**config.mk**
```make
export PLATFORM = sky130hd
export DESIGN_NAME = word_adder_seq
export DESIGN_NICKNAME = d
export VERILOG_FILES = /design/src/rtl/adder_pkg.sv /design/src/rtl/kogge_stone_adder8bit.sv /design/src/rtl/word_adder_seq.sv
export SDC_FILE = /design/constraint.sdc
export NUM_CORES = 1
export LEC_CHECK = 0
export ABC_AREA = 1
export CAP_MARGIN = 20
export CELL_PAD_IN_SITES_DETAIL_PLACEMENT = 2
export CELL_PAD_IN_SITES_GLOBAL_PLACEMENT = 2
export CORE_MARGIN = 4
export CORE_UTILIZATION = 30
export CTS_BUF_LIST = sky130_fd_sc_hd__clkbuf_8
export DETAILED_ROUTE_END_ITERATION = 7
export GPL_ROUTABILITY_DRIVEN = 0
export PLACE_DENSITY = 0.87
export SLEW_MARGIN = 5
export SYNTH_ARGS = -nofsm -noshare
export SYNTH_HDL_FRONTEND = slang
export SYNTH_SLANG_ARGS = --single-unit
```
**constraint.sdc**
```tcl
create_clock -name clk -period 3.2 [get_ports clk]
set_input_delay 0.48 -clock clk [delete_from_list [all_inputs] [get_ports clk]]
set_output_delay 0.48 -clock clk [all_outputs]
set_load 0.005 [all_outputs]
```
**src/rtl/adder_pkg.sv**
```systemverilog
// ---------------------------------------------------------------------------
// adder_pkg
// Shared definitions for the byte-serial adder family.
//   SLICE_W         : width of one adder slice (bits processed per beat)
//   seq_state_t     : sequencer state encoding (IDLE, RUN, DONE)
//   width_is_legal  : true when a word width is a whole number of slices
// ---------------------------------------------------------------------------
package adder_pkg;

   localparam int SLICE_W = 8;

   typedef enum logic [1:0] {
      IDLE = 2'd0,
      RUN  = 2'd1,
      DONE = 2'd2
   } seq_state_t;

   // A word can only be streamed through the slice if it splits into
   // complete bytes, and there must be at least one of them.
   function automatic bit width_is_legal(input int width);
      return (width >= SLICE_W) && ((width % SLICE_W) == 0);
   endfunction

endpackage

```
**src/rtl/kogge_stone_adder8bit.sv**
```systemverilog
// ---------------------------------------------------------------------------
// kogge_stone_adder8bit
// Purely combinational 8-bit parallel-prefix (Kogge-Stone) adder.
//   a, b  in  8  addends
//   cin   in  1  carry in
//   s     out 8  sum bits
//   cout  out 1  carry out of bit 7
// ---------------------------------------------------------------------------
module kogge_stone_adder8bit (
   input  logic [7:0] a,
   input  logic [7:0] b,
   input  logic       cin,
   output logic [7:0] s,
   output logic       cout
);

   logic [7:0] p0;
   logic [7:0] g0;
   logic [7:0] g1;
   logic [7:2] p1;
   logic [7:0] g2;
   logic [7:4] p2;
   logic [7:0] g3;
   logic [8:0] carry;

   // Bit-level generate/propagate. The carry in is folded into bit 0's
   // generate so that the prefix tree's group generates are the carries
   // into the next bit position directly.
   always_comb begin
      p0 = a ^ b;
      g0 = a & b;
      g0[0] = (a[0] & b[0]) | (p0[0] & cin);
   end

   // Prefix level 1 (span 1). Only the propagate bits that a later level
   // reads are kept.
   always_comb begin
      g1 = g0;
      p1 = '0;
      for (int i = 1; i < 8; i++) begin
         g1[i] = g0[i] | (p0[i] & g0[i-1]);
      end
      for (int i = 2; i < 8; i++) begin
         p1[i] = p0[i] & p0[i-1];
      end
   end

   // Prefix level 2 (span 2).
   always_comb begin
      g2 = g1;
      p2 = '0;
      for (int i = 2; i < 8; i++) begin
         g2[i] = g1[i] | (p1[i] & g1[i-2]);
      end
      for (int i = 4; i < 8; i++) begin
         p2[i] = p1[i] & p1[i-2];
      end
   end

   // Prefix level 3 (span 4). After this level g3[i] is the carry out of
   // bit i, including the external carry in.
   always_comb begin
      g3 = g2;
      for (int i = 4; i < 8; i++) begin
         g3[i] = g2[i] | (p2[i] & g2[i-4]);
      end
   end

   always_comb begin
      carry = {g3, cin};
      s     = p0 ^ carry[7:0];
      cout  = carry[8];
   end

endmodule

```
**src/rtl/word_adder_seq.sv**
```systemverilog
// ---------------------------------------------------------------------------
// word_adder_seq
// Multi-cycle WIDTH-bit add/subtract unit. One operand pair is accepted over
// a valid/ready handshake, streamed byte by byte (LSB first) through a single
// 8-bit Kogge-Stone slice with a registered carry between beats, and the
// registered result is offered downstream over a valid/ready handshake.
//   clk        in   1      rising-edge clock
//   rst_n      in   1      synchronous active-low reset
//   in_valid   in   1      operand pair valid
//   in_ready   out  1      unit can accept an operand pair (IDLE)
//   a, b       in   WIDTH  operands
//   sub        in   1      0: a+b, 1: a-b (a + ~b + 1)
//   out_valid  out  1      result valid (DONE)
//   out_ready  in   1      downstream accepts the result
//   sum        out  WIDTH  result modulo 2^WIDTH
//   cout       out  1      carry out of MSB (for sub: 1 = no borrow)
//   overflow   out  1      signed two's-complement overflow
// ---------------------------------------------------------------------------
module word_adder_seq
   import adder_pkg::*;
#(
   parameter int WIDTH = 32
) (
   input  logic             clk,
   input  logic             rst_n,
   input  logic             in_valid,
   output logic             in_ready,
   input  logic [WIDTH-1:0] a,
   input  logic [WIDTH-1:0] b,
   input  logic             sub,
   output logic             out_valid,
   input  logic             out_ready,
   output logic [WIDTH-1:0] sum,
   output logic             cout,
   output logic             overflow
);

   localparam int BEATS  = WIDTH / SLICE_W;
   localparam int BEAT_W = (BEATS > 1) ? $clog2(BEATS) : 1;

   localparam logic [1:0] ST_IDLE = IDLE;
   localparam logic [1:0] ST_RUN  = RUN;
   localparam logic [1:0] ST_DONE = DONE;

   localparam logic [BEAT_W-1:0] LAST_BEAT = BEAT_W'(BEATS - 1);

   if (!width_is_legal(WIDTH)) begin : g_bad_width
      $error("word_adder_seq: WIDTH must be a multiple of 8 and at least 8");
   end

   logic [1:0]         state;
   logic [WIDTH-1:0]   a_reg;
   logic [WIDTH-1:0]   b_reg;
   logic               carry;
   logic [BEAT_W-1:0]  beat;

   int                 byte_lo;
   logic [SLICE_W-1:0] slice_a;
   logic [SLICE_W-1:0] slice_b;
   logic [SLICE_W-1:0] slice_s;
   logic               slice_cout;

   // Select the byte of the latched operands that the current beat works on.
   // b_reg already holds the inverted operand for subtraction, so the slice
   // only ever adds.
   always_comb begin
      byte_lo = SLICE_W * int'(beat);
      slice_a = a_reg[byte_lo +: SLICE_W];
      slice_b = b_reg[byte_lo +: SLICE_W];
   end

   kogge_stone_adder8bit u_slice (
      .a    (slice_a),
      .b    (slice_b),
      .cin  (carry),
      .s    (slice_s),
      .cout (slice_cout)
   );

   // Handshake flags are pure decodes of the state register, so neither
   // depends combinationally on the other side's valid/ready.
   always_comb begin
      in_ready  = (state == ST_IDLE);
      out_valid = (state == ST_DONE);
   end

   // Sequencer. The accept edge captures the operands (with B pre-inverted
   // and the carry seeded by sub), each RUN edge retires one byte, and the
   // final byte also produces the word-level carry and signed overflow.
   // Overflow compares sign bits of the operands actually added (A and B'),
   // so the same rule covers both add and subtract.
   always_ff @(posedge clk) begin
      if (!rst_n) begin
         state    <= ST_IDLE;
         a_reg    <= '0;
         b_reg    <= '0;
         carry    <= 1'b0;
         beat     <= '0;
         sum      <= '0;
         cout     <= 1'b0;
         overflow <= 1'b0;
      end else begin
         case (state)
            ST_IDLE: begin
               if (in_valid) begin
                  a_reg <= a;
                  b_reg <= b ^ {WIDTH{sub}};
                  carry <= sub;
                  beat  <= '0;
                  state <= ST_RUN;
               end
            end
            ST_RUN: begin
               sum[byte_lo +: SLICE_W] <= slice_s;
               carry <= slice_cout;
               beat  <= beat + BEAT_W'(1);
               if (beat == LAST_BEAT) begin
                  state    <= ST_DONE;
                  cout     <= slice_cout;
                  overflow <= (a_reg[WIDTH-1] == b_reg[WIDTH-1]) &&
                              (slice_s[SLICE_W-1] != a_reg[WIDTH-1]);
               end
            end
            ST_DONE: begin
               if (out_ready) begin
                  state <= ST_IDLE;
               end
            end
            default: begin
               state <= ST_IDLE;
            end
         endcase
      end
   end

endmodule
```
==> results of run 1 <==
-- placed cells by master (no fill, tap or decap), types with 3 or more instances in the layout --
cell             synthesis  routed
a211oi_1                32      32
nand4_1                  7       7
a21oi_1                 39      39
nand3_1                 14      14
ha_1                    13      13
inv_1                   26      26
nor2_1                 144     144
a32oi_1                  3       3
o21ai_0                 62      62
o22ai_1                 14      14
nand2_1                 85      85
inv_2                    3       3
xnor2_1                 33      33
dfxtp_1                103     103
clkbuf_8                 0      13
nor2_4                   4       4
buf_4                    0      10
a22oi_1                  3       3
clkdlybuf4s50_1          0     103
-- worst max-delay path, delay by kind of cell (launching register included) --
kind | cells | cell delay [ps]
AO/OA/AOI/OAI | 3 | 510
XOR/XNOR | 1 | 310
adder cells (fa/ha/maj) | 2 | 700
buffers and inverters | 3 | 490
flip-flops | 1 | 370
AND/OR/NAND/NOR | 4 | 360
-- worst paths after layout --
| kind | end |
|---|---|
| worst max register to register | sum[12] |
| worst min-delay path | sum[24] |
| worst min register to register | sum[24] |
| worst max-delay path | sum[12] |
-- cell families (layout without fill, tap and decap cells) --
group / after synthesis / after routing / synth area share [%]
simple gates: 262 / 262 / 22.46
compound gates: 156 / 156 / 18.63
flops: 103 / 103 / 42.40
buf+inv: 70 / 161 / 6.046
xor+xnor: 35 / 35 / 6.303
fa+ha+maj: 15 / 15 / 4.168
-- metrics by stage --
step                hold slack, ps  utilization [%]  setup slack (ps)  power, mW  area [µm²]
global placement             443.8            38.32             586.0      2.186        6087
global route                 505.0            39.68             67.21      3.285        6304
floorplan                    430.5                -             535.8      1.920        4863
detailed placement           459.7            38.32             412.4      2.238        6087
finish                       471.1            39.68             363.9      3.109        6304
CTS                          474.9            39.68             370.3      3.131        6304
-- layout make-up --
| cell class | instances | area share [%] |
|---|---|---|
| flip-flops and latches | 103 | 32.71 |
| well taps | 216 | 4.287 |
| multi-input cells | 468 | 39.78 |
| repair buffers | 115 | 17.94 |
| clock buffers | 13 | 2.838 |
| clock inverters | 2 | 0.5955 |
| inverters | 31 | 1.846 |
-- synth_stat cells, types with 2 or more instances --
| cell | number |
|---|---|
| a22oi_1 | 3 |
| clkbuf_1 | 18 |
| a21oi_1 | 39 |
| a211oi_1 | 32 |
| nand2_1 | 85 |
| xor2_1 | 2 |
| inv_2 | 3 |
| nor2_4 | 4 |
| ha_1 | 13 |
| xnor2_1 | 33 |
| nand4_1 | 7 |
| a32oi_1 | 3 |
| clkinv_1 | 2 |
| fa_1 | 2 |
| buf_2 | 19 |
| nand3_1 | 14 |
| nor2_1 | 144 |
| o22ai_1 | 14 |
| inv_1 | 26 |
| dfxtp_1 | 103 |
| nand2_2 | 2 |
| o21ai_0 | 62 |
-- metal layers --
layer	up-vias	track usage, %	share of wire [%]
li1	2299	-	-
met3	21	3.418	3.4
met4	0	6.327	1.8
met5	-	0	0
met2	89	33.77	51
met1	2242	21.94	43
-- power groups by stage --
stage               logic, mW  clock network (mW)  registers, mW
floorplan               0.487                   0           1.43
global placement        0.733                   0           1.45
detailed placement      0.781                   0           1.46
CTS                     0.791               0.912           1.43
global route            0.874               0.973           1.44
finish                  0.781               0.901           1.43
==> results_dict.tcl, run 1 <==
set metrics [dict create \
    die_area_um2 18310 \
    path_clk_slew_ps 110 \
    crit_path_max_incr_delay_ps 460 \
    postCtsSetupRepairBufs 0 \
    diodes 0 \
    power.switching_uw 991.0 \
    r2r_slack_ps 360 \
    grt_pass1_wl_um 27100 \
    overflow 0 \
    path_class "flop to flop" \
    grt_usage_pct 18.59 \
    hold_class "flop to flop" \
    critPathSlowestCell "fa_1" \
    crit_arrival_ps 3160 \
    syn_nets 725 \
    io_pins 105 \
    cts_sinks 103 \
    io_buffers 104 \
    wl_per_cell_um 17.59 \
    ys_ff_latch 103 \
    cap_viol_max_count 0 \
    dp_hpwl_um 12850 \
    synth_area_leaders "dfxtp_1, nor2_1, nand2_1" \
    multi_input_area_um2 2507 \
    period_share_pct 88.63 \
    slew_headroom_pct 37.82 \
    nNetsFinal 812 \
    yosysWarnings 0 \
    hp-start "sum[24]" \
    p_leak_nw 2.345 \
    synth_cell_type_count 33 \
    dp.cells 933 \
    dr.first_iter.drc_count 170 \
    combPwrFrac_pct 25.1 \
    crit_top_cell "nand2_1" \
    worstSkewPairLatency_ps 400 \
    synth-seq-area-share_pct 42.40 \
    drive_gt1_share_pct 5.464 \
    clk_path_buf_depth 2 \
    die_w_um 135.3 \
    register_area_um2 2062 \
    vias 4651 \
    power-per-cell-area_nw_per_um2 493.3 \
    period_needed_ps 2836 \
    fin_setup_tns_ps 0 \
    vdd_drop_max_uv 259.2 \
    finalSetupViolations 0 \
    clkPwrFrac_pct 29.0 \
    cp_cell_sequence "buf_4, o21ai_0, o22ai_1, fa_1, inv_1, fa_1, inv_1, nand2_1, nand2_1, nand2_1, xnor2_1, nand4_1, a21oi_1" \
    intPower_mw 2.118 \
    viasPerCell 4.906 \
    syn_area_per_cell_um2 7.587 \
    cts-buffers-inserted 9 \
    r2r_cells 13 \
    start_kind "flop" \
    synth_area_leader_cell "dfxtp_1" \
    required_ps 3520 \
    antenna_found_initial 0 \
    htreeDepth 3 \
    finalHoldViolations 0 \
    cts_tree "built" \
    ys.flop_type "dfxtp_1" \
    wl_um 16670 \
    synthArstFlopShare_pct 0 \
    hold_depth 2 \
    cts_resized 0 \
    fp.dieH_um 135.3 \
    grt_pass1_vias 5246 \
    syn_to_final_growth_pct 29.61 \
    fin_cells 948 \
    rsz0062_at_grt "false" \
    grt_max_degree 69 \
    cts_hold_buf 0 \
    crit_path_end_kind "flop" \
    synthCells 641 \
    synth_edf_count 0 \
    startpoint "beat[0]" \
    max_freq_ghz 0.3526 \
    clock_skew_ps 18.65 \
    r2r-start "beat[0]" \
    synth.top_cell.area_share_pct 42.40 \
    rows 46 \
    core_area_um2 15890 \
    outcome "finished clean" \
    mappedNetlistArea_um2 4863 \
    initial_core_util_pct 30.62 \
    switching_share_pct 31.87 \
    fillers 1850 \
    drc 0 \
    drt-pass1-iter-count 4 \
    slew_violations 0 \
    worst_pin_slew_ps 932.8 \
    cts_root_buf "clkbuf_8" \
    ant_nets 0 \
    pwr-share-seq_pct 45.9 \
    cp_max_fo 33 \
]
Power figures use the tool's default switching activity.
==> run 2, diff against run 1 <==
--- a/config.mk
+++ b/config.mk
@@ -10,11 +10,12 @@
 export CELL_PAD_IN_SITES_DETAIL_PLACEMENT = 2
 export CELL_PAD_IN_SITES_GLOBAL_PLACEMENT = 2
 export CORE_MARGIN = 4
-export CORE_UTILIZATION = 30
+export CORE_UTILIZATION = 37
 export CTS_BUF_LIST = sky130_fd_sc_hd__clkbuf_8
 export DETAILED_ROUTE_END_ITERATION = 7
+export DONT_BUFFER_PORTS = 1
 export GPL_ROUTABILITY_DRIVEN = 0
-export PLACE_DENSITY = 0.87
+export PLACE_DENSITY = 0.85
 export SLEW_MARGIN = 5
 export SYNTH_ARGS = -nofsm -noshare
 export SYNTH_HDL_FRONTEND = slang
==> run 2 against run 1 <==
Effect of this change: register-to-register slack worse by 40 ps; sequential share of layout area up 7.0 points; design area down 18%; non-clock buffer count down 106; global-route usage up 2.9 points; die area down 18%; count of clock-buffer cells in the layout down 2; first-iteration DRC count down 16%; hold slack worse by 240 ps; critical endpoint is now sum[26].
==> results_dict.tcl, run 2 (same netlist as run 1, synthesis figures left out) <==
set metrics [dict create \
    path_class "flop to flop" \
    vias 4361 \
    antenna_found_initial 0 \
    grt_usage_pct 21.44 \
    viasPerCell 5.465 \
    wl_um 15640 \
    worst_pin_slew_ps 682.6 \
    crit_arrival_ps 3190 \
    worstSkewPairLatency_ps 390 \
    cp_max_fo 27 \
    syn_to_final_growth_pct 6.740 \
    dr.first_iter.drc_count 142 \
    nNetsFinal 706 \
    power-per-cell-area_nw_per_um2 567.5 \
    finalHoldViolations 0 \
    io_pins 105 \
    drive_gt1_share_pct 5.751 \
    grt_pass1_vias 4781 \
    whs_ps 228.9 \
    period_needed_ps 2876 \
    io_buffers 0 \
    initial_core_util_pct 38.23 \
    start_kind "flop" \
    p_leak_nw 1.945 \
    wl_per_cell_um 19.60 \
    rsz0062_at_grt "false" \
    drt-pass1-iter-count 4 \
    register_area_um2 2062 \
    slew_violations 0 \
    cts_root_buf "clkbuf_8" \
    cts-buffers-inserted 9 \
    cts_hold_buf 0 \
    dp_hpwl_um 11560 \
    max_freq_ghz 0.3478 \
    cap_viol_max_count 0 \
    cts_sinks 103 \
    grt_pass1_wl_um 25070 \
    cts_tree "built" \
    die_w_um 122.7 \
    period_share_pct 89.86 \
    htreeDepth 3 \
    dp.cells 782 \
    layout_commonest_cell "nor2_1" \
    required_ps 3510 \
    fillers 1565 \
    hold_class "primary input to flop" \
    mostFrequentLayoutCells "nor2_1, dfxtp_1, nand2_1" \
    fp.dieH_um 122.7 \
    crit_path_end_kind "flop" \
    fin_setup_tns_ps 0 \
    overflow 0 \
    drc 0 \
    fin_cells 798 \
    vdd_drop_max_uv 187.2 \
    core_area_um2 12720 \
    postCtsSetupRepairBufs 0 \
    diodes 0 \
    rows 41 \
    outcome "finished clean" \
    multi_input_area_um2 2507 \
    ant_nets 0 \
    cts_resized 0 \
    path_clk_slew_ps 100 \
    clock_skew_ps 11.12 \
    slew_headroom_pct 54.43 \
    die_area_um2 15040 \
    clk_path_buf_depth 2 \
    grt_max_degree 69 \
    finalSetupViolations 0 \
]
## run 2: power breakdown
| part | switching [mW] | total, mW | internal (mW) |
|---|---|---|---|
| clock | 0.449 | 0.846 | 0.396 |
| combinational | 0.448 | 0.670 | 0.223 |
| sequential | 0.0621 | 1.43 | 1.37 |
## run 2: final timing paths
path | to | start | slack [ps] | depth (start not counted)
max | sum[26] | beat[0] | 320 | 11
min | a_reg[24] | rst_n | 230 | 2
max reg2reg | sum[26] | beat[0] | 320 | 11
min reg2reg | b_reg[1] | b_reg[1] | 460 | 2
## run 2: critical path: stages (launching register included)
cell and delay, ps:
dfxtp_1 360, buf_4 290, o21ai_0 130, o22ai_1 250
fa_1 240, inv_1 70, fa_1 460, xnor2_1 470
nand2_1 110, nor2_1 190, nand2_1 80, a21oi_1 140
## run 2: stage by stage
step,utilization (%),total power [mW],cell area [µm²],setup WS [ps]
2_1_floorplan,-,1.920,4863,535.8
3_5_place_dp,39.09,2.115,4974,427.8
5_1_grt,40.80,3.111,5191,38.46
6_report,40.80,2.946,5191,324.4
3_3_place_gp,39.09,2.064,4974,579.5
4_1_cts,40.65,2.966,5171,318.5
## run 2: per-layer routing
metal	track usage, %	share of wire [%]	up-vias
li1	-	-	2081
met1	25.83	44	2168
met2	38.68	51	95
met3	5.207	4.6	17
met4	4.549	1.1	0
met5	0	0	-
## run 2: final cells by class
class	count	share of cell area, %
clock buffers	11	2.916
clock inverters	4	0.8918
inverters	31	2.242
multi-input cells	468	48.30
flip-flops and latches	103	39.72
well taps	172	4.146
repair buffers	9	1.784
==> patch 1, RTL diff (config.mk and constraints of run 1) <==
Register the output `overflow` once more, without a reset; this adds one clock of latency there. The other outputs are not delayed to match.
--- a/src/rtl/word_adder_seq.sv
+++ b/src/rtl/word_adder_seq.sv
@@ -45,2 +45,4 @@
    localparam logic [BEAT_W-1:0] LAST_BEAT = BEAT_W'(BEATS - 1);
+
+   logic overflow_s0;
 
@@ -100,3 +102,3 @@
          cout     <= 1'b0;
-         overflow <= 1'b0;
+         overflow_s0 <= 1'b0;
       end else begin
@@ -119,3 +121,3 @@
                   cout     <= slice_cout;
-                  overflow <= (a_reg[WIDTH-1] == b_reg[WIDTH-1]) &&
+                  overflow_s0 <= (a_reg[WIDTH-1] == b_reg[WIDTH-1]) &&
                               (slice_s[SLICE_W-1] != a_reg[WIDTH-1]);
@@ -135,2 +137,6 @@
 
+   always_ff @(posedge clk) begin
+      overflow <= overflow_s0;
+   end
+
 endmodule
Function: changed (a bounded check fails within 10 cycles, from zero or initial values and one cycle with rst_n low).
==> patch 1 against run 1 <==
Critical path depth grew 2; core utilization increased by 0.069 points; sequential cell count rose by 1; setup slack lost 0.036 ns; routed wire length is 2.3% higher; first-iteration DRC count rose by 25%; design area rose by 0.54%; synthesized cell count increased by 0.16%; global-route usage grew 0.14 points; power is 0.67% higher; fmax shrank 1.2%; area after synthesis is 0.41% higher; critical path type unchanged; largest cell class unchanged.
==> patch 1: results (changes against run 1) <==
stage	metric	value	unit	change
outcome	run status	finished clean		
detailed_routing	DR WL/cell	17.95	um	+2.1%
synth	Synth Area in Adders	4.151	%	-0.017 points
detailed_routing	M1 WL	7413	um	+2.5%
finish	final core utilization	39.75	%	+0.069 points
sta	max-slew headroom at the worst pin	40.20	%	+2.4 points
synth	Synth area leaders	dfxtp_1 43%, nor2_1 11%, nand2_1 6.5%, o21ai_0 6.4%, xnor2_1 5.9%		
hold_path	Hold Crit Depth	0		-2
global_routing	GRT met2 Usage	33.24	%	-0.53 points
synth	Post-Synth XOR/XNOR Area	6.277	%	-0.026 points
worst_setup_path	CP max FO	43		+30%
finish	layout cells sized above 1	5.858	%	+0.39 points
synth	synth cell count leaders	144 x nor2_1, 104 x dfxtp_1, 85 x nand2_1, 62 x o21ai_0, 39 x a21oi_1		
pwr	switching part of the total	32.05	%	+0.18 points
global_routing	grt met3 use	3.306	%	-0.11 points
worst_setup_path	R2R cell count	15		+2
synth	cells after synthesis	642		+0.16%
synth	sequential share of the synthesized area	42.63	%	+0.24 points
pwr	Pwr Total	3.130	mW	+0.67%
global_routing	GRT Resource Usage Total	18.74	%	+0.14 points
worst_setup_path	critical path data arrival time	3.19	ns	+0.03 ns
pwr	Clk. pwr	0.899	mW	about the same
finish	Finished Layout Cells	950		+0.21%
detailed_routing	Routed met3 length	636	um	+12%
pwr	comb pwr	0.785	mW	+0.5%
-- patch 1: cell types whose count changed after synthesis --
cell,run 1,this run
dfxtp_1,103,104
-- patch 1: path summary, 6_finish.rpt --
path / from / endpoint / slack [ns]
worst min register to register: overflow_s0$_SDFFE_PN0P_ / overflow$_DFF_P_ / 0.36
worst min-delay path: overflow_s0$_SDFFE_PN0P_ / overflow$_DFF_P_ / 0.36
worst max register to register: beat[0]$_SDFFE_PN0P_ / sum[14]$_SDFFE_PN0P_ / 0.33
worst max-delay path: beat[0]$_SDFFE_PN0P_ / sum[14]$_SDFFE_PN0P_ / 0.33
-- patch 1: what timing repair did --
item	4_1_cts	5_1_grt
gates resized for setup	0	8
setup buffers	0	0
setup endpoints to repair	0	6
hold buffers	0	0
-- patch 1: layout make-up --
type	instances	share of cell area, %
well taps	216	4.265
clock inverters	7	1.362
clock buffers	9	1.955
repair inverters	1	0.07897
multi-input cells	468	39.57
repair buffers	114	17.93
flip-flops and latches	104	32.89
inverters	31	1.955
==> patch 2, RTL diff (flow settings as in run 1) <==
Without the edit above. Set the parameter `WIDTH` to 16 (it was 32).
--- a/src/rtl/word_adder_seq.sv
+++ b/src/rtl/word_adder_seq.sv
@@ -21,3 +21,3 @@
 #(
-   parameter int WIDTH = 32
+   parameter int WIDTH = 16
 ) (
Interface: changed (resized a, b and sum); port bits go from 105 to 57. No check against the original RTL was run, so the function may have changed too.
==> patch 2 against run 1 <==
Count of clock-buffer cells in the layout shrank 8; first-iteration DRC count shrank 51%; area after synthesis shrank 44%; setup slack gained 0.48 ns; sequential cell count shrank 49; critical endpoint is now carry$_SDFFE_PN0P_; design area shrank 46%; power shrank 47%; critical path type unchanged; highest routed layer unchanged; routed wire length shrank 53%.
==> patch 2: results (changes against run 1) <==
stage	metric	value	unit	change
outcome	run status	finished clean		
synth	sequential share of the synthesized area	39.85	%	-2.5 points
clock_tree	worst-skew pair later-pin latency	0.31	ns	-0.09 ns
placed_design	port buffer count	56		-46%
hold_path	Hold EP	b_reg[4]$_SDFFE_PN0P_		
hold_path	worst hold start	b_reg[4]$_SDFFE_PN0P_		
global_routing	GRT Resource Usage Total	15.44	%	-3.2 points
clock_tree	H-tree Lvls	2		-1
worst_setup_path	CP max FO	26		-21%
clock_tree	clock buffer count from CTS	5		-4
worst_setup_path	RR Endpoint	carry$_SDFFE_PN0P_		
worst_setup_path	r2r startpoint	beat$_SDFFE_PN0P_		
detailed_routing	Initial DRT Pass Iterations	4		unchanged
detailed_routing	M1 WL	3395	um	-53%
synth	Synth area leaders	dfxtp_1 40%, o21ai_0 8.3%, nand2_1 7.6%, nor2_1 6.9%, inv_1 5.4%		
detailed_routing	Routed met3 length	220	um	-61%
worst_setup_path	R2R cell count	11		-2
sta	final setup skew	0.008883	ns	-0.009772 ns
finish	nets	454		-44%
synth	Netlist cell types	30		-9.1%
sta	slew at the pin closest to its max-slew limit	0.8963	ns	-0.03643 ns
synth	Syn Nets	406		-44%
placed_design	Post-DP HPWL	6199	um	-52%
synth	synth cell count leaders	55 x nand2_1, 54 x dfxtp_1, 50 x nor2_1, 45 x o21ai_0, 39 x inv_1		
placed_design	Post-Place Cell Area	3316	um^2	-46%
global_routing	first-pass GRT wire length	12930	um	-52%
global_routing	vias in the first global route	2706		-48%
detailed_routing	DR WL met2	4154	um	-52%
pwr	switching power	0.4999	mW	-50%
pwr	worst ir drop on vdd	0.0002018	V	-22%
detailed_routing	wirelength, routed	7840	um	-53%
sta	final worst slack	0.8454	ns	+0.4815 ns
[patch 2: cell types whose count changed in the layout (fill, tap and decap cells not counted), moves of 14 or more]
cell and delta:
nor2_1 -94, dfxtp_1 -49, clkdlybuf4s50_1 -47, nand2_1 -30, a211oi_1 -24, xnor2_1 -24, a21oi_1 -22, o21ai_0 -17
inv_1 +14, o22ai_1 -14
[patch 2: logic make-up (layout without fill, tap and decap cells)]
family / count (synthesis) / count (layout) / share of synthesized area [%]
buffers and inverters: 62 / 111 / 10.33
DFF: 54 / 54 / 39.85
AOI/OAI and AO/OA: 89 / 89 / 19.28
adders and majority gates: 9 / 9 / 4.705
xor gates and xnor gates: 19 / 19 / 6.135
and+or+nand+nor: 127 / 127 / 19.70
[patch 2: layout make-up]
type / instances / area share (%)
inverters: 44 / 4.821
well taps: 108 / 3.944
flip-flops and latches: 54 / 31.56
clock inverters: 3 / 1.205
multi-input cells: 244 / 39.44
clock buffers: 5 / 2.009
repair buffers: 59 / 17.02
[patch 2: worst reg2reg max path: stages, from the launching register on]
cell	delay [ns]
dfxtp_1	0.37
buf_4	0.28
nand2_1	0.08
o21ai_0	0.12
fa_1	0.26
inv_1	0.06
fa_1	0.42
o21ai_2	0.24
nand4_1	0.12
nand3_1	0.13
nand2_1	0.08
a21oi_1	0.13
[patch 2: per-layer routing]
layer	GRT usage, %	up-vias
li1	-	1242
met1	18.40	1218
met2	29.11	33
met3	2.030	7
met4	3.586	0
met5	0	-
[patch 2: power groups by stage]
stage | logic [mW] | clock network, mW | registers (mW)
after global placement | 0.403 | 0 | 0.777
after global routing | 0.478 | 0.501 | 0.772
after floorplan | 0.267 | 0 | 0.770
final | 0.422 | 0.458 | 0.765
after CTS | 0.432 | 0.477 | 0.765
after detailed placement | 0.429 | 0 | 0.781
[patch 2: through the flow]
stage / instances / hold slack (ns) / util, %
2_1_floorplan: 360 / 0.4245 / -
3_3_place_gp: 509 / 0.4502 / 37.84
3_5_place_dp: 509 / 0.4655 / 37.84
4_1_cts: 517 / 0.4808 / 39.09
5_1_grt: 517 / 0.4983 / 39.09
6_report: 517 / 0.4749 / 39.09
[patch 2: worst max path at each step]
stage,startpoint,to
6_report,beat$_SDFFE_PN0P_,carry$_SDFFE_PN0P_
5_1_grt,beat$_SDFFE_PN0P_,carry$_SDFFE_PN0P_
4_1_cts,beat$_SDFFE_PN0P_,carry$_SDFFE_PN0P_
3_5_place_dp,beat$_SDFFE_PN0P_,carry$_SDFFE_PN0P_
3_3_place_gp,beat$_SDFFE_PN0P_,sum[14]$_SDFFE_PN0P_
2_1_floorplan,beat$_SDFFE_PN0P_,sum[6]$_SDFFE_PN0P_
